===== src/rtl/bus_arbiter_pkg.sv =====
// ---------------------------------------------------------------------------
// bus_arbiter_pkg
// Shared definitions for the external memory port arbiter: the register-bus
// width used by the core, the default watchdog limit, the arbiter state
// encoding and a small helper that classifies states.
// ---------------------------------------------------------------------------
package bus_arbiter_pkg;

  localparam int REG_BUS     = 32;   // core-wide register/bus width
  localparam int TIMEOUT_DEF = 255;  // default watchdog limit in grant cycles

  typedef enum logic [1:0] {
    ST_IDLE   = 2'd0,
    ST_DGRANT = 2'd1,
    ST_IGRANT = 2'd2
  } arb_state_e;

  // True while a bus transaction is owned by either requester.
  function automatic logic is_grant(input arb_state_e st);
    return (st == ST_DGRANT) || (st == ST_IGRANT);
  endfunction

endpackage


===== src/rtl/bus_arbiter_if.sv =====
// ---------------------------------------------------------------------------
// bus_arbiter_if
// Bundles the fetch port (i_*), the data port (d_*), the stall requests and
// the Wishbone-style external bus (bus_*) of the arbiter.
//   master : arbiter view  (drives acks, read data, stalls, bus command)
//   slave  : environment view (core requesters + external memory slave)
// ---------------------------------------------------------------------------
interface bus_arbiter_if
  import bus_arbiter_pkg::*;
#(
  parameter int ADDR_W = REG_BUS,
  parameter int DATA_W = REG_BUS
);

  localparam int SEL_W = DATA_W / 8;

  // Fetch requester
  logic              i_req;
  logic [ADDR_W-1:0] i_addr;
  logic [DATA_W-1:0] i_rdata;
  logic              i_ack;
  logic              i_err;

  // Data requester
  logic              d_req;
  logic              d_we;
  logic [SEL_W-1:0]  d_sel;
  logic [ADDR_W-1:0] d_addr;
  logic [DATA_W-1:0] d_wdata;
  logic [DATA_W-1:0] d_rdata;
  logic              d_ack;
  logic              d_err;

  // Pipeline stall requests
  logic              stall_req_if;
  logic              stall_req_mem;

  // External bus
  logic              bus_cyc;
  logic              bus_we;
  logic [SEL_W-1:0]  bus_sel;
  logic [ADDR_W-1:0] bus_addr;
  logic [DATA_W-1:0] bus_wdata;
  logic [DATA_W-1:0] bus_rdata;
  logic              bus_ack;

  modport master (
    input  i_req, i_addr,
    input  d_req, d_we, d_sel, d_addr, d_wdata,
    input  bus_rdata, bus_ack,
    output i_rdata, i_ack, i_err,
    output d_rdata, d_ack, d_err,
    output stall_req_if, stall_req_mem,
    output bus_cyc, bus_we, bus_sel, bus_addr, bus_wdata
  );

  modport slave (
    output i_req, i_addr,
    output d_req, d_we, d_sel, d_addr, d_wdata,
    output bus_rdata, bus_ack,
    input  i_rdata, i_ack, i_err,
    input  d_rdata, d_ack, d_err,
    input  stall_req_if, stall_req_mem,
    input  bus_cyc, bus_we, bus_sel, bus_addr, bus_wdata
  );

endinterface


===== src/rtl/bus_wdog.sv =====
// ---------------------------------------------------------------------------
// bus_wdog
// Transaction watchdog. Counts grant cycles that end without a slave ack and
// flags expiry on the cycle whose closing edge would make the count reach
// TIMEOUT, so the arbiter can abort on that same edge.
// Ports:
//   clk, rst : clock, synchronous active-high reset
//   clr      : reload the counter with zero (held while the arbiter is idle)
//   en       : count this cycle (grant cycle without bus_ack)
//   expire   : this enabled cycle is the TIMEOUT-th unacknowledged one
// ---------------------------------------------------------------------------
module bus_wdog
  import bus_arbiter_pkg::*;
#(
  parameter int TIMEOUT = TIMEOUT_DEF
) (
  input  logic clk,
  input  logic rst,
  input  logic clr,
  input  logic en,
  output logic expire
);

  localparam int               CNT_W = $clog2(TIMEOUT + 1);
  localparam logic [CNT_W-1:0] LAST  = CNT_W'(TIMEOUT - 1);
  localparam logic [CNT_W-1:0] ONE   = CNT_W'(1);

  logic [CNT_W-1:0] count_r;

  // Counter register: clear has priority over counting.
  always_ff @(posedge clk) begin
    if (rst) begin
      count_r <= {CNT_W{1'b0}};
    end else if (clr) begin
      count_r <= {CNT_W{1'b0}};
    end else if (en) begin
      count_r <= count_r + ONE;
    end else begin
      count_r <= count_r;
    end
  end

  assign expire = en && (count_r == LAST);

endmodule


===== src/rtl/bus_arbiter.sv =====
// ---------------------------------------------------------------------------
// bus_arbiter
// Shares one Wishbone-style external memory port between instruction fetch
// and data access. Data has strict priority. Each transaction's bus command is
// registered and held for its whole grant; completion is returned as a
// one-cycle registered ack with registered read data. A watchdog aborts hung
// transactions with ack+err.
// Ports:
//   clk : single clock, rising-edge
//   rst : synchronous active-high reset
//   bif : bus_arbiter_if.master -- fetch/data requesters, stall requests,
//         external bus command/response
// ---------------------------------------------------------------------------
module bus_arbiter
  import bus_arbiter_pkg::*;
#(
  parameter int ADDR_W  = REG_BUS,
  parameter int DATA_W  = REG_BUS,
  parameter int TIMEOUT = TIMEOUT_DEF
) (
  input  logic          clk,
  input  logic          rst,
  bus_arbiter_if.master bif
);

  localparam int SEL_W = DATA_W / 8;

  arb_state_e state_r;
  logic       wdog_clr_s;
  logic       wdog_en_s;
  logic       wdog_expire_s;

  // Stall requests follow the requests combinationally and drop with the ack.
  assign bif.stall_req_if  = bif.i_req & ~bif.i_ack;
  assign bif.stall_req_mem = bif.d_req & ~bif.d_ack;

  // Watchdog control: held clear while idle so each grant starts from zero.
  always_comb begin
    wdog_clr_s = 1'b0;
    wdog_en_s  = 1'b0;
    if (is_grant(state_r)) begin
      wdog_en_s = ~bif.bus_ack;
    end else begin
      wdog_clr_s = 1'b1;
    end
  end

  bus_wdog #(
    .TIMEOUT (TIMEOUT)
  ) u_wdog (
    .clk    (clk),
    .rst    (rst),
    .clr    (wdog_clr_s),
    .en     (wdog_en_s),
    .expire (wdog_expire_s)
  );

  // Arbiter FSM with all bus and requester outputs registered.
  always_ff @(posedge clk) begin
    if (rst) begin
      state_r       <= ST_IDLE;
      bif.bus_cyc   <= 1'b0;
      bif.bus_we    <= 1'b0;
      bif.bus_sel   <= {SEL_W{1'b0}};
      bif.bus_addr  <= {ADDR_W{1'b0}};
      bif.bus_wdata <= {DATA_W{1'b0}};
      bif.i_rdata   <= {DATA_W{1'b0}};
      bif.d_rdata   <= {DATA_W{1'b0}};
      bif.i_ack     <= 1'b0;
      bif.d_ack     <= 1'b0;
      bif.i_err     <= 1'b0;
      bif.d_err     <= 1'b0;
    end else begin
      // Completion strobes are single-cycle pulses.
      bif.i_ack <= 1'b0;
      bif.d_ack <= 1'b0;
      bif.i_err <= 1'b0;
      bif.d_err <= 1'b0;

      case (state_r)
        ST_IDLE: begin
          // bus_ack seen here belongs to no transaction and is ignored.
          if (bif.d_req) begin
            bif.bus_cyc   <= 1'b1;
            bif.bus_we    <= bif.d_we;
            bif.bus_sel   <= bif.d_sel;
            bif.bus_addr  <= ADDR_W'(bif.d_addr);
            bif.bus_wdata <= DATA_W'(bif.d_wdata);
            state_r       <= ST_DGRANT;
          end else if (bif.i_req) begin
            bif.bus_cyc   <= 1'b1;
            bif.bus_we    <= 1'b0;
            bif.bus_sel   <= {SEL_W{1'b1}};
            bif.bus_addr  <= ADDR_W'(bif.i_addr);
            bif.bus_wdata <= {DATA_W{1'b0}};
            state_r       <= ST_IGRANT;
          end else begin
            state_r <= ST_IDLE;
          end
        end

        ST_DGRANT: begin
          // A dropped d_req (pipeline flush) lets the bus cycle finish but
          // withholds the completion from the requester.
          if (bif.bus_ack) begin
            bif.bus_cyc <= 1'b0;
            state_r     <= ST_IDLE;
            if (bif.d_req) begin
              bif.d_ack   <= 1'b1;
              bif.d_rdata <= bif.bus_we ? {DATA_W{1'b0}} : bif.bus_rdata;
            end
          end else if (wdog_expire_s) begin
            bif.bus_cyc <= 1'b0;
            state_r     <= ST_IDLE;
            if (bif.d_req) begin
              bif.d_ack   <= 1'b1;
              bif.d_err   <= 1'b1;
              bif.d_rdata <= {DATA_W{1'b0}};
            end
          end else begin
            state_r <= ST_DGRANT;
          end
        end

        ST_IGRANT: begin
          if (bif.bus_ack) begin
            bif.bus_cyc <= 1'b0;
            state_r     <= ST_IDLE;
            if (bif.i_req) begin
              bif.i_ack   <= 1'b1;
              bif.i_rdata <= bif.bus_rdata;
            end
          end else if (wdog_expire_s) begin
            bif.bus_cyc <= 1'b0;
            state_r     <= ST_IDLE;
            if (bif.i_req) begin
              bif.i_ack   <= 1'b1;
              bif.i_err   <= 1'b1;
              bif.i_rdata <= {DATA_W{1'b0}};
            end
          end else begin
            state_r <= ST_IGRANT;
          end
        end

        default: begin
          bif.bus_cyc <= 1'b0;
          state_r     <= ST_IDLE;
        end
      endcase
    end
  end

endmodule


===== src/flat_wrapper.sv =====
// flat-port wrapper written by rule: the top's interface ports become plain ports
module bus_arbiter_flat import bus_arbiter_pkg::*;
#(
  parameter int ADDR_W  = REG_BUS,
  parameter int DATA_W  = REG_BUS,
  parameter int TIMEOUT = TIMEOUT_DEF
)
  (clk, rst, bif_i_req, bif_i_addr, bif_d_req, bif_d_we, bif_d_sel, bif_d_addr, bif_d_wdata, bif_bus_rdata, bif_bus_ack, bif_i_rdata, bif_i_ack, bif_i_err, bif_d_rdata, bif_d_ack, bif_d_err, bif_stall_req_if, bif_stall_req_mem, bif_bus_cyc, bif_bus_we, bif_bus_sel, bif_bus_addr, bif_bus_wdata);
  bus_arbiter_if #(.ADDR_W(ADDR_W), .DATA_W(DATA_W)) bif_i ();
  input  logic clk;
  input  logic rst;
  input wire logic [$bits(bif_i.i_req)-1:0] bif_i_req;
  input wire logic [$bits(bif_i.i_addr)-1:0] bif_i_addr;
  input wire logic [$bits(bif_i.d_req)-1:0] bif_d_req;
  input wire logic [$bits(bif_i.d_we)-1:0] bif_d_we;
  input wire logic [$bits(bif_i.d_sel)-1:0] bif_d_sel;
  input wire logic [$bits(bif_i.d_addr)-1:0] bif_d_addr;
  input wire logic [$bits(bif_i.d_wdata)-1:0] bif_d_wdata;
  input wire logic [$bits(bif_i.bus_rdata)-1:0] bif_bus_rdata;
  input wire logic [$bits(bif_i.bus_ack)-1:0] bif_bus_ack;
  output wire logic [$bits(bif_i.i_rdata)-1:0] bif_i_rdata;
  output wire logic [$bits(bif_i.i_ack)-1:0] bif_i_ack;
  output wire logic [$bits(bif_i.i_err)-1:0] bif_i_err;
  output wire logic [$bits(bif_i.d_rdata)-1:0] bif_d_rdata;
  output wire logic [$bits(bif_i.d_ack)-1:0] bif_d_ack;
  output wire logic [$bits(bif_i.d_err)-1:0] bif_d_err;
  output wire logic [$bits(bif_i.stall_req_if)-1:0] bif_stall_req_if;
  output wire logic [$bits(bif_i.stall_req_mem)-1:0] bif_stall_req_mem;
  output wire logic [$bits(bif_i.bus_cyc)-1:0] bif_bus_cyc;
  output wire logic [$bits(bif_i.bus_we)-1:0] bif_bus_we;
  output wire logic [$bits(bif_i.bus_sel)-1:0] bif_bus_sel;
  output wire logic [$bits(bif_i.bus_addr)-1:0] bif_bus_addr;
  output wire logic [$bits(bif_i.bus_wdata)-1:0] bif_bus_wdata;
  assign bif_i.i_req = bif_i_req;
  assign bif_i.i_addr = bif_i_addr;
  assign bif_i.d_req = bif_d_req;
  assign bif_i.d_we = bif_d_we;
  assign bif_i.d_sel = bif_d_sel;
  assign bif_i.d_addr = bif_d_addr;
  assign bif_i.d_wdata = bif_d_wdata;
  assign bif_i.bus_rdata = bif_bus_rdata;
  assign bif_i.bus_ack = bif_bus_ack;
  assign bif_i_rdata = bif_i.i_rdata;
  assign bif_i_ack = bif_i.i_ack;
  assign bif_i_err = bif_i.i_err;
  assign bif_d_rdata = bif_i.d_rdata;
  assign bif_d_ack = bif_i.d_ack;
  assign bif_d_err = bif_i.d_err;
  assign bif_stall_req_if = bif_i.stall_req_if;
  assign bif_stall_req_mem = bif_i.stall_req_mem;
  assign bif_bus_cyc = bif_i.bus_cyc;
  assign bif_bus_we = bif_i.bus_we;
  assign bif_bus_sel = bif_i.bus_sel;
  assign bif_bus_addr = bif_i.bus_addr;
  assign bif_bus_wdata = bif_i.bus_wdata;
  bus_arbiter #(.ADDR_W(ADDR_W), .DATA_W(DATA_W), .TIMEOUT(TIMEOUT)) u_core (.clk(clk), .rst(rst), .bif(bif_i));
endmodule

===== config.mk =====
export PLATFORM = sky130hd
export DESIGN_NAME = bus_arbiter_flat
export DESIGN_NICKNAME = d
export VERILOG_FILES = /design/src/rtl/bus_arbiter_pkg.sv /design/src/rtl/bus_arbiter_if.sv /design/src/rtl/bus_wdog.sv /design/src/rtl/bus_arbiter.sv /design/src/flat_wrapper.sv
export SDC_FILE = /design/constraint.sdc
export NUM_CORES = 1
export LEC_CHECK = 0
export BUFFER_PORTS_ARGS = -buffer_cell sky130_fd_sc_hd__buf_2
export CAP_MARGIN = 20
export CORE_MARGIN = 10
export CORE_UTILIZATION = 45
export CTS_BUF_LIST = sky130_fd_sc_hd__clkbuf_8
export CTS_CLUSTER_SIZE = 25
export DETAILED_ROUTE_END_ITERATION = 10
export PLACE_DENSITY = 0.77
export SETUP_SLACK_MARGIN = 0.15
export SYNTH_ARGS = -nofsm -noshare
export SYNTH_HDL_FRONTEND = slang
export SYNTH_SLANG_ARGS = --single-unit

===== constraint.sdc =====
create_clock -name clk -period 1.95 [get_ports clk]
set_clock_uncertainty 0.15 [all_clocks]
set_input_delay 0.2925 -clock clk [delete_from_list [all_inputs] [get_ports clk]]
set_output_delay 0.2925 -clock clk [all_outputs]
set_load 0.01 [all_outputs]

# ---- Word-level counts from Yosys, hierarchy flattened
# Index checks and enable logic that the tools add are counted.
dict set report word_totals {
  register_bits 148
  elab_cells 81
  in_bits 138
  output_inout_bits 140
}
dict set report op_classes {
  eq_ne 9
  bitwise_logic 8
  addsub 1
  n_reduce_logical 15
  muxes 35
}
# cell count
set ops {}
lappend ops {{2-to-1 mux 32 bit} 12}
lappend ops {{2-to-1 mux 1 bit} 14}
lappend ops {{2-to-1 mux 2 bit} 5}
lappend ops {{adder 8 x 1 -> 8 bit, second input constant} 1}
lappend ops {{equality test 8 bit, second input constant} 1}
lappend ops {{2-to-1 mux 4 bit} 2}
lappend ops {{!= test 2 bit, second input constant} 4}
lappend ops {{AND reduction 4 bit} 2}
lappend ops {{OR reduction 2 bit} 4}
lappend ops {{NOT 1 bit} 6}
lappend ops {{one-hot mux 2 bit (3 select lines)} 1}
lappend ops {{OR reduction 3 bit} 2}
lappend ops {{AND reduction 2 bit} 2}
lappend ops {{nonzero test 2 bit} 2}
lappend ops {{!= test 3 x 1 -> 1 bit, second input constant} 1}
lappend ops {{!= test 3 bit, second input constant} 1}
lappend ops {{AND 1 bit} 2}
lappend ops {{equality test 2 x 1 -> 1 bit, second input constant} 1}
lappend ops {{equality test 2 bit, second input constant} 1}
lappend ops {{logical NOT 2 bit} 1}
lappend ops {{one-hot mux 1 bit (2 select lines)} 1}
lappend ops {{logical AND 1 bit} 1}
lappend ops {{logical OR 1 bit} 1}

# ---- Logic depth before layout (Yosys ltp)
# Gate-level depths: netlist (run 1).
dict set report depth {
  word_depth 7
  depth_mapped 8
  ltp_nobuf 5
}

# ---- By module
# From an unflattened synthesis (run 1), not the netlist that was laid out.
dict set report hier_totals {
  hier_cells 462
  area_unflattened_um2 5376.4
}
# mod area_each_um2 cells_per_inst instances
set modules_own_cells {}
lappend modules_own_cells {bus_arbiter 4998.5 420 1}
lappend modules_own_cells {bus_wdog 377.9 42 1}

# ---- Worst setup path before layout (run 1)
# No wires, ideal clock.
dict set report synth_path {
  path_type {register to register}
  from {reg u_core.state_r[0]}
  to {reg u_core.u_wdog.count_r[5]}
  path_stages_with_launch 6
  setup_slack_ps 206
  synth_period_minus_slack_ps 1744
  t_required_ps 1730
  n_path_buf 0
  arrival_ps 1523
  path_cell_list {dfxtp_1 -> inv_1 -> ha_1 -> nand3b_1 -> or4_1 -> a21oi_1}
}
dict set report synth_via {
  elab_chain_cells 4
  elab_cells_between_ends 6
  cone_classes {eq/ne: 2; mux: 1; bitwise: 1; reduce/logical: 2}
}
# item line_no
set synth_lines {}
lappend synth_lines {{start: declaration} bus_arbiter.sv:28} ;# arb_state_e state_r;
lappend synth_lines {{start signal: assignment} bus_arbiter.sv:61} ;# state_r <= ST_IDLE;
lappend synth_lines {{start signal: assignment} bus_arbiter.sv:89} ;# state_r <= ST_DGRANT;
lappend synth_lines {{start signal: assignment} bus_arbiter.sv:96} ;# state_r <= ST_IGRANT;
lappend synth_lines {{equality test 2 x 1 -> 1 bit / equality test 2 bit (equally long branches)} bus_arbiter_pkg.sv:20} ;# return (st == ST_DGRANT) || (st == ST_IGRANT);
lappend synth_lines {{logical OR 1 bit (*)} bus_arbiter_pkg.sv:20}
lappend synth_lines {{NOT 1 bit (no line)} n/a}
lappend synth_lines {{OR reduction 2 bit (no line)} n/a}
lappend synth_lines {{end signal: assignment} bus_wdog.sv:33} ;# count_r <= {CNT_W{1'b0}};
lappend synth_lines {{end signal: assignment} bus_wdog.sv:35} ;# count_r <= {CNT_W{1'b0}};
lappend synth_lines {{end signal: assignment} bus_wdog.sv:37} ;# count_r <= count_r + ONE;
lappend synth_lines {{end: declaration} bus_wdog.sv:28} ;# logic [CNT_W-1:0] count_r;
# Every way passes the cells marked *; elsewhere a longest branch is shown, timed or not.
# A chain may end at the register's enable or synchronous reset.

# ---- Worst setup path after layout (run 1)
dict set report layout_path {
  from {reg u_core.state_r[0]}
  to {reg u_core.state_r[1]}
}
dict set report layout_via {
  elab_chain_cells 7
  elab_cells_between_ends 9
  cone_classes {eq/ne: 2; mux: 4; reduce/logical: 3}
}
# item line_no
set layout_lines {}
lappend layout_lines {{equality test 2 x 1 -> 1 bit / equality test 2 bit (equally long branches)} {bus_arbiter_pkg.sv:20, bus_arbiter.sv:80}}
lappend layout_lines {{logical OR 1 bit} bus_arbiter_pkg.sv:20}
lappend layout_lines {{2-to-1 mux 1 bit} bus_arbiter.sv:41} ;# if (is_grant(state_r)) begin
lappend layout_lines {{logical AND 1 bit} bus_wdog.sv:43} ;# assign expire = en && (count_r == LAST);
lappend layout_lines {{2-to-1 mux 2 bit} bus_arbiter.sv:133} ;# end else if (wdog_expire_s) begin
lappend layout_lines {{2-to-1 mux 2 bit} bus_arbiter.sv:126} ;# if (bif.bus_ack) begin
lappend layout_lines {{one-hot mux 2 bit (3 select lines) (*)} bus_arbiter.sv:80} ;# case (state_r)
# Marks and branches as above.

==> impl_metrics.json, run 1 <==
{
  "status": "finished, final reports clean",
  "ys_ff_latch": 148,
  "crit_slowest_cell": "dfxtp_2",
  "path_class": "reg2reg",
  "grt_overflow": 0,
  "antenna_found_initial": 0,
  "ff_latch_area_sq_um": 2970,
  "layout.cells.most_common": "buf_2",
  "critPathCaptureType": "flip-flop",
  "layout_common_cells": "276 x buf_2, 145 x dfxtp_1, 74 x nor2_1",
  "p_leak_nw": 4.01,
  "tightest_slew_ns": 0.792,
  "grt_pass1_wl_um": 33200,
  "power_density_nw_per_um2": 751,
  "io_buffers": 277,
  "syn_to_final_growth_pct": 48.5,
  "drive_above_1_share_pct": 36.2,
  "critPathArrivalTime_ns": 1.91,
  "path_max_fanout": 5,
  "max_stage_delay_ns": 0.35,
  "antenna_cells": 0,
  "maxCapViolCount": 0,
  "grt_pass1_vias": 6281,
  "rsz0062_at_grt": "false",
  "gp_congestion": 0.811,
  "synth_nets": 794,
  "pin_count": 278,
  "clockBufferDepth": 2,
  "dieArea_sq_um": 18200,
  "start_kind": "flip-flop",
  "fp.dieH_um": 135,
  "ys_warn_count": 0,
  "yosysUniqueCellTypes": 36,
  "pwr-share-clk_pct": 30.7,
  "dpl.hpwl_um": 14400,
  "final_core_utilization_pct": 69.1,
  "die_w_um": 135,
  "irDropWorstVdd_v": 0.000592,
  "start_util_pct": 46.5,
  "synth_edf_count": 0,
  "cts_made_buffers": 17,
  "power_frac_seq_pct": 49.8,
  "final.setup.tns_ns": 0,
  "fmax_mhz": 575,
  "rr_worst_depth": 9,
  "vias": 6308,
  "core_sq_um": 12800,
  "cts_sinks": 148,
  "sw_frac_of_total_pct": 28.0,
  "drt-pass1-iter-count": 5,
  "finalHoldViolCount": 0,
  "max-slew-margin-rel_pct": 47.2,
  "async_reset_ff_share_pct": 0,
  "netlist_instances": 650,
  "h-tree-depth": 4,
  "path_cells": "inv_2 -> ha_4 -> nand4_1 -> buf_4 -> o21bai_4 -> buf_12 -> buf_6 -> buf_4 -> o21ai_0",
  "required_ns": 2.12,
  "grt_util_all_layers_pct": 22.3,
  "drc": 0,
  "multi_input_area_sq_um": 2750,
  "clk_pin_slew_ns": 0.07,
  "fin_crit_sh_pct": 89.2,
  "grt_max_degree": 76,
  "rows": 41,
  "comb_power_share_pct": 19.6,
  "min_period_ns": 1.74,
  "finalNetCount": 1135,
  "crit_top_cell": "buf_4",
  "wl_um": 21900,
  "ys.flop_type": "dfxtp_1",
  "cts_tree": "yes",
  "setup_viol": 0,
  "min_path_cells": 3,
  "clock_latency_ns": 0.43,
  "synth_area_per_cell_sq_um": 9.15,
  "drt_iter0_drc": 411,
  "dp.cells": 1060,
  "p_switching_mw": 1.86,
  "cts_root_buf": "clkbuf_8",
  "final-max-slew-violation-count": 0,
  "stdcell_count": 1173,
  "hold_class": "in2reg",
  "syn_area_sq_um": 5950,
  "viasPerCell": 5.38,
  "fillers": 956,
  "wire_per_inst_um": 18.7,
  "p_int_mw": 4.78,
  "synth_seq_area_share_pct": 49.8,
  "drtAntennaViolNets": 0
}
-- area by class of cell --
| class | instances | share of cell area, % |
|---|---|---|
| Inverter | 5 | 0.213 |
| Multi-Input combinational cell | 438 | 31.2 |
| Timing Repair Buffer | 381 | 28.8 |
| Tap cell | 172 | 2.44 |
| Sequential cell | 148 | 33.6 |
| Clock inverter | 8 | 0.439 |
| Clock buffer | 21 | 3.27 |
-- cell usage after synthesis (4+ instances only) --
cell type,count,area (sq um)
a211oi_1,65,488
a21oi_1,70,350
a22oi_1,65,488
buf_2,22,110
buf_4,7,52.6
clkbuf_1,27,101
dfxtp_1,148,2960
ha_1,6,75.1
inv_1,5,18.8
mux2i_1,32,320
nand2_1,41,154
nand3b_1,5,37.5
nor2_1,76,285
nor2b_1,4,25.0
nor3_1,4,20.0
o21ai_0,39,195
-- flip-flops by register name, summed over array words and instances (netlist names) --
| signal | cells |
|---|---|
| u_core.bif.bus_addr | 32 |
| u_core.bif.bus_cyc | 1 |
| u_core.bif.bus_sel | 4 |
| u_core.bif.bus_wdata | 32 |
| u_core.bif.bus_we | 1 |
| u_core.bif.d_ack | 1 |
| u_core.bif.d_err | 1 |
| u_core.bif.d_rdata | 32 |
| u_core.bif.i_ack | 1 |
| u_core.bif.i_err | 1 |
| u_core.bif.i_rdata | 32 |
| u_core.state_r | 2 |
| u_core.u_wdog.count_r | 8 |
-- kinds of logic after synthesis --
| kind of cell | after synthesis | share of synthesized area [%] |
|---|---|---|
| mux | 32 | 5.39 |
| xor+xnor | 2 | 0.295 |
| fa+ha+maj | 6 | 1.26 |
| buf+inv | 64 | 4.95 |
| simple gates | 149 | 11.3 |
| flops | 148 | 49.8 |
| compound gates | 249 | 27.0 |
-- power groups by stage --
stage / clock, mW / sequential (mW) / combinational, mW
4_1_cts: 2.07 / 3.30 / 1.22
3_5_place_dp: 0 / 3.36 / 1.11
6_report: 2.04 / 3.30 / 1.30
3_3_place_gp: 0 / 3.36 / 1.10
5_1_grt: 2.19 / 3.32 / 1.42
2_1_floorplan: 0 / 3.44 / 0.516
-- final timing paths --
check                                       startpoint                 endpoint  slack (ns)
worst max-delay path                 u_core.state_r[0]        u_core.state_r[1]        0.21
worst min-delay path                    bif_i_addr[27]  u_core.bif.bus_addr[27]        0.03
worst min register to register  u_core.bif.i_rdata[18]   u_core.bif.i_rdata[18]        0.33
worst max register to register       u_core.state_r[0]        u_core.state_r[1]        0.21
-- timing repair --
action	4_1_cts	5_1_grt
gates cloned	0	7
endpoints found under the setup margin	13	136
hold buffers	68	0
resized for setup	0	19
pin swaps	1	7
endpoints found under the hold margin	67	0
buffers inserted	3	6
-- worst max-delay path, delay by kind of cell, from the launching register on --
kind | cells | cell delay (ns)
AND/OR/NAND/NOR | 1 | 0.09
AO/OA/AOI/OAI | 2 | 0.20
flip-flops | 1 | 0.35
buffers and inverters | 5 | 0.56
adder cells (fa/ha/maj) | 1 | 0.28
-- through the flow --
step                setup slack (ns)  power [mW]  cell area, sq um  hold slack, ns
finish                         0.211        6.63              8830          0.0337
global route                   0.127        6.93              8830          0.0263
CTS                            0.125        6.59              8560         0.00707
detailed placement             0.139        4.47              7520           0.315
global placement               0.206        4.45              7520           0.305
floorplan                      0.206        3.96              5950           0.288
-- metal layers --
metal  global-route usage [%]  share of wire [%]  vias to the layer above
met1                     25.0                 38                     2895
met4                     8.01                2.4                        0
met3                     9.31                 10                       47
met2                     37.1                 49                      304
met5                        0                  0                        -
li1                         -                  -                     3062
(Power assumes the default switching activity.)
==> run 2, diff against run 1 <==
--- a/config.mk
+++ b/config.mk
@@ -7,12 +7,13 @@
 export LEC_CHECK = 0
 export BUFFER_PORTS_ARGS = -buffer_cell sky130_fd_sc_hd__buf_2
 export CAP_MARGIN = 20
+export CORE_ASPECT_RATIO = 1.75
 export CORE_MARGIN = 10
 export CORE_UTILIZATION = 45
 export CTS_BUF_LIST = sky130_fd_sc_hd__clkbuf_8
 export CTS_CLUSTER_SIZE = 25
 export DETAILED_ROUTE_END_ITERATION = 10
-export PLACE_DENSITY = 0.77
+export PLACE_DENSITY = 0.78
 export SETUP_SLACK_MARGIN = 0.15
 export SYNTH_ARGS = -nofsm -noshare
 export SYNTH_HDL_FRONTEND = slang
==> run 2 against run 1 <==
Compared with the run above: worst setup slack got worse by 0.055 ns; routed wire length increased by 0.13%; critical path depth down 2; critical path type unchanged.
==> impl_metrics.json, run 2 (synthesized netlist as in run 1, its figures left out) <==
{
  "status": "finished, final reports clean",
  "drt_iter0_drc": 325,
  "layout.cells.most_common": "buf_2",
  "r2r_end": "u_core.bif.d_rdata[7]",
  "core_sq_um": 12900,
  "rows": 55,
  "crit_cells": 7,
  "fp.dieH_um": 172,
  "cp-startpoint": "u_core.state_r[0]",
  "antenna_found_initial": 0,
  "crit_path_end": "u_core.bif.d_rdata[7]",
  "fillers": 1008,
  "drc": 0,
  "pin_count": 278,
  "finalWorstSetupSlack_ns": 0.156,
  "final.setup.tns_ns": 0,
  "cts_sinks": 148,
  "clock_latency_ns": 0.44,
  "fmax_mhz": 557,
  "start_util_pct": 46.0,
  "h-tree-depth": 4,
  "max_stage_delay_ns": 0.38,
  "path_class": "reg2reg",
  "critPathArrivalTime_ns": 1.96,
  "required_ns": 2.11,
  "dpl.hpwl_um": 14100,
  "placed_area_sq_um": 7500,
  "irDropWorstVdd_v": 0.000455,
  "maxCapViolCount": 0,
  "r2r_start": "u_core.state_r[0]",
  "final-max-slew-violation-count": 0,
  "path_max_fanout": 8,
  "setup_viol": 0,
  "clk_pin_slew_ns": 0.09,
  "grt_overflow": 0,
  "tightest_slew_ns": 0.465,
  "gp_congestion": 0.851,
  "p_leak_nw": 4.02,
  "critPathTopFamily": "flip-flops",
  "cts_tree": "yes",
  "wire_per_inst_um": 18.8,
  "drt-pass1-iter-count": 5,
  "critPathCaptureType": "flip-flop",
  "crit_slowest_cell": "dfxtp_4",
  "grt_max_degree": 65,
  "cts_made_buffers": 17,
  "io_buffers": 277,
  "layout_common_cells": "276 x buf_2, 145 x dfxtp_1, 74 x nor2_1",
  "power_density_nw_per_um2": 828,
  "final_cell_area_sq_um": 8880,
  "rrSetupSlack_ns": 0.16,
  "finalNetCount": 1128,
  "finalHoldViolCount": 0,
  "wl_um": 22000,
  "min_period_ns": 1.79,
  "fin_crit_sh_pct": 92.0,
  "syn_to_final_growth_pct": 49.3,
  "die_w_um": 107,
  "drive_above_1_share_pct": 36.0,
  "vias": 6432,
  "drtAntennaViolNets": 0,
  "grt_pass1_vias": 6327,
  "start_kind": "flip-flop",
  "dieArea_sq_um": 18400,
  "pre_cts_slack_ns": 0.121,
  "rr_worst_depth": 7,
  "cts_root_buf": "clkbuf_8",
  "hold_class": "in2reg",
  "viasPerCell": 5.50,
  "grt_pass1_wl_um": 32700,
  "max-slew-margin-rel_pct": 69.0,
  "grt_util_all_layers_pct": 21.8,
  "rsz0062_at_grt": "true",
  "path_buf_inv": 3,
  "path_cells": "inv_4 -> ha_4 -> nand4_1 -> o21bai_4 -> buf_6 -> clkbuf_16 -> a211oi_1",
  "clockBufferDepth": 2
}
## run 2: cell type report
type / instances / area (sq um) / area share, %
flip-flops and latches: 148 / 2970 / 33.4
multi-input cells: 438 / 2740 / 30.9
repair buffers: 374 / 2460 / 27.7
clock buffers: 17 / 234 / 2.64
clock inverters: 15 / 233 / 2.62
well taps: 171 / 214 / 2.41
inverters: 5 / 21.3 / 0.240
diodes: 1 / 2.50 / 0.0282
## run 2: power by group
part / leakage [nW] / switching [mW] / total [mW] / internal [mW]
combinational: 2.57 / 0.689 / 1.28 / 0.595
clock: 0.233 / 1.31 / 2.77 / 1.46
sequential: 1.21 / 0.0993 / 3.30 / 3.20
## run 2: worst min path at each step
| stage | from | endpoint | slack, ns | cells after the start |
|---|---|---|---|---|
| 2_1_floorplan | bif_bus_rdata[0] | u_core.bif.i_rdata[0] | 0.29 | 2 |
| 6_report | bif_i_addr[18] | u_core.bif.bus_addr[18] | 0.03 | 3 |
| 5_1_grt | bif_i_addr[21] | u_core.bif.bus_addr[21] | 0.01 | 3 |
| 3_5_place_dp | u_core.bif.i_rdata[23] | u_core.bif.i_rdata[23] | 0.31 | 2 |
| 4_1_cts | bif_i_addr[18] | u_core.bif.bus_addr[18] | 0.004 | 3 |
| 3_3_place_gp | u_core.bif.i_rdata[23] | u_core.bif.i_rdata[23] | 0.30 | 2 |
## run 2: worst reg2reg max path, stage by stage, from the launching register on
cell,delay [ns]
dfxtp_4,0.38
inv_4,0.04
ha_4,0.28
nand4_1,0.22
o21bai_4,0.22
buf_6,0.15
clkbuf_16,0.16
a211oi_1,0.07
## run 2: repair_timing
action                     4_1_cts  5_1_grt
gates cloned                     1        4
buffers inserted                 3        5
gates resized for setup          4       14
hold endpoints to repair        77        0
pin swaps                        2        3
hold buffers                    67        0
setup endpoints to repair       34       66
## run 2: layer usage
metal | global-route usage (%) | vias up | share of wire [%]
met1 | 23.1 | 2938 | 36
li1 | - | 3056 | -
met5 | 0 | - | 0
met3 | 7.42 | 69 | 9.8
met2 | 37.4 | 369 | 50
met4 | 11.4 | 0 | 4.2
## run 2: through the flow
step / power (mW) / hold WS (ns) / util (%) / instances
after global routing: 7.67 / 0.0145 / 68.6 / 1168
after detailed placement: 4.47 / 0.313 / 58.0 / 1056
after floorplan: 3.96 / 0.288 / - / 650
after CTS: 7.37 / 0.00448 / 67.4 / 1159
after global placement: 4.45 / 0.304 / 58.0 / 1056
final: 7.35 / 0.0296 / 68.6 / 1169
==> run 3, diff against run 2 <==
--- a/config.mk
+++ b/config.mk
@@ -7,13 +7,15 @@
 export LEC_CHECK = 0
 export BUFFER_PORTS_ARGS = -buffer_cell sky130_fd_sc_hd__buf_2
 export CAP_MARGIN = 20
+export CELL_PAD_IN_SITES_DETAIL_PLACEMENT = 2
+export CELL_PAD_IN_SITES_GLOBAL_PLACEMENT = 2
 export CORE_ASPECT_RATIO = 1.75
 export CORE_MARGIN = 10
-export CORE_UTILIZATION = 45
+export CORE_UTILIZATION = 27
 export CTS_BUF_LIST = sky130_fd_sc_hd__clkbuf_8
 export CTS_CLUSTER_SIZE = 25
 export DETAILED_ROUTE_END_ITERATION = 10
-export PLACE_DENSITY = 0.78
+export PLACE_DENSITY_LB_ADDON = 0.1
 export SETUP_SLACK_MARGIN = 0.15
 export SYNTH_ARGS = -nofsm -noshare
 export SYNTH_HDL_FRONTEND = slang
==> run 3 against run 2 <==
Compared with the run above: hold slack better by 0.0054 ns; first-iteration DRC count down 5.5%; critical endpoint is now u_core.bif.d_rdata[30]; flip-flop and latch count unchanged; final cell count up 13%; non-clock buffer count up 25; fmax down 2.4%; clock-buffer cell count up 5; cell area up 5.1%; combinational power up 9%; die area up 55%.
==> impl_metrics.json, run 3 (synthesized netlist as in run 1, its figures left out) <==
{
  "start_util_pct": 27.5,
  "antenna_found_initial": 5,
  "layout_common_cells": "276 x buf_2, 145 x dfxtp_1, 76 x dlygate4sd3_1",
  "fin_crit_sh_pct": 94.2,
  "stdcell_count": 1318,
  "layout.cells.most_common": "buf_2",
  "dieArea_sq_um": 28600,
  "cts_sinks": 148,
  "dpl.hpwl_um": 19800,
  "path_cells": "inv_4 -> ha_4 -> nand4_1 -> buf_4 -> o21bai_4 -> buf_4 -> buf_8 -> a211oi_1",
  "drive_above_1_share_pct": 37.5,
  "max_stage_delay_ns": 0.39,
  "fmax_mhz": 544,
  "drc": 0,
  "dp.cells": 1186,
  "pin_count": 278,
  "power_density_nw_per_um2": 799,
  "wire_per_inst_um": 21.5,
  "rr_worst_depth": 8,
  "hold_class": "in2reg",
  "fillers": 2360,
  "clk_pin_slew_ns": 0.08,
  "tightest_slew_ns": 0.588,
  "critPathArrivalTime_ns": 2.01,
  "clockBufferDepth": 2,
  "path_class": "reg2reg",
  "wl_um": 28300,
  "gp_congestion": 0.775,
  "min_period_ns": 1.84,
  "die_w_um": 132,
  "rows": 71,
  "cts_root_buf": "clkbuf_8",
  "start_kind": "flip-flop",
  "drt_iter0_drc": 307,
  "grt_pass1_wl_um": 43000,
  "multi_input_area_sq_um": 2800,
  "fp.dieH_um": 216,
  "drtAntennaViolNets": 0,
  "final.setup.tns_ns": 0,
  "required_ns": 2.12,
  "crit_top_cell": "buf_4",
  "h-tree-depth": 4,
  "grt_overflow": 0,
  "setup_viol": 0,
  "cts_tree": "yes",
  "drt-pass1-iter-count": 4,
  "maxCapViolCount": 0,
  "finalNetCount": 1153,
  "final-max-slew-violation-count": 0,
  "critPathCaptureType": "flip-flop",
  "irDropWorstVdd_v": 0.000444,
  "status": "finished, final reports clean",
  "io_buffers": 277,
  "vias": 6520,
  "ff_latch_area_sq_um": 2970,
  "p_leak_nw": 4.16,
  "min_path_cells": 3,
  "path_max_fanout": 8,
  "grt_max_degree": 46,
  "core_sq_um": 21600,
  "rsz0062_at_grt": "true",
  "grt_pass1_vias": 7494,
  "viasPerCell": 4.95,
  "crit_slowest_cell": "dfxtp_4",
  "grt_util_all_layers_pct": 18.9,
  "finalHoldViolCount": 0,
  "cts_made_buffers": 17,
  "max-slew-margin-rel_pct": 60.8,
  "clock_latency_ns": 0.46,
  "syn_to_final_growth_pct": 56.9
}
-- run 3: repair_timing --
action,4_1_cts,5_1_grt
setup endpoints to repair,46,70
endpoints found under the hold margin,99,0
pin swaps,2,9
resized for setup,22,31
buffers inserted,4,8
gates cloned,5,3
hold buffers,76,0
-- run 3: area by class of cell --
| type | instances | share of cell area (%) |
|---|---|---|
| Clock inverter | 10 | 1.62 |
| Tap cell | 292 | 3.92 |
| Inverter | 5 | 0.228 |
| Clock buffer | 22 | 3.25 |
| Multi-Input combinational cell | 438 | 30.0 |
| Sequential cell | 148 | 31.8 |
| Antenna cell | 4 | 0.107 |
| Timing Repair Buffer | 399 | 29.0 |
-- run 3: metal layers --
metal | global-route usage, % | part of all wire (%) | wire, um
met4 | 6.19 | 2.1 | 584
met2 | 36.5 | 55 | 15600
met5 | 0 | 0.039 | 11
met1 | 17.5 | 35 | 9970
met3 | 7.36 | 7.4 | 2090
-- run 3: report_power, final --
group / internal [mW] / switching, mW
combinational: 0.638 / 0.761
sequential: 3.20 / 0.110
clock: 1.55 / 1.20
-- run 3: final timing paths --
| kind | from | end | slack (ns) |
|---|---|---|---|
| worst max-delay path | u_core.state_r[0] | u_core.bif.d_rdata[30] | 0.11 |
| worst min-delay path | bif_d_addr[22] | u_core.bif.bus_addr[22] | 0.04 |
| worst max register to register | u_core.state_r[0] | u_core.bif.d_rdata[30] | 0.11 |
| worst min register to register | u_core.bif.i_rdata[0] | u_core.bif.i_rdata[0] | 0.31 |
-- run 3: worst max-delay path, delay by kind of cell (launching register included) --
kind | cells | cell delay, ns
simple gates | 1 | 0.14
flops | 1 | 0.39
compound gates | 2 | 0.22
fa+ha+maj | 1 | 0.28
buf+inv | 4 | 0.50
-- run 3: per-stage QoR --
| stage | util, % | power [mW] | worst slack, ns | instance area (sq um) | hold slack, ns |
|---|---|---|---|---|---|
| 6_report | 43.2 | 7.46 | 0.112 | 9330 | 0.0351 |
| 3_5_place_dp | 35.7 | 4.57 | 0.0450 | 7700 | 0.324 |
| 3_3_place_gp | 35.7 | 4.50 | 0.162 | 7700 | 0.310 |
| 4_1_cts | 42.2 | 7.51 | 0.141 | 9110 | 0.000898 |
| 5_1_grt | 43.2 | 7.83 | 0.0542 | 9330 | 0.0146 |
| 2_1_floorplan | - | 3.96 | 0.206 | 5950 | 0.288 |
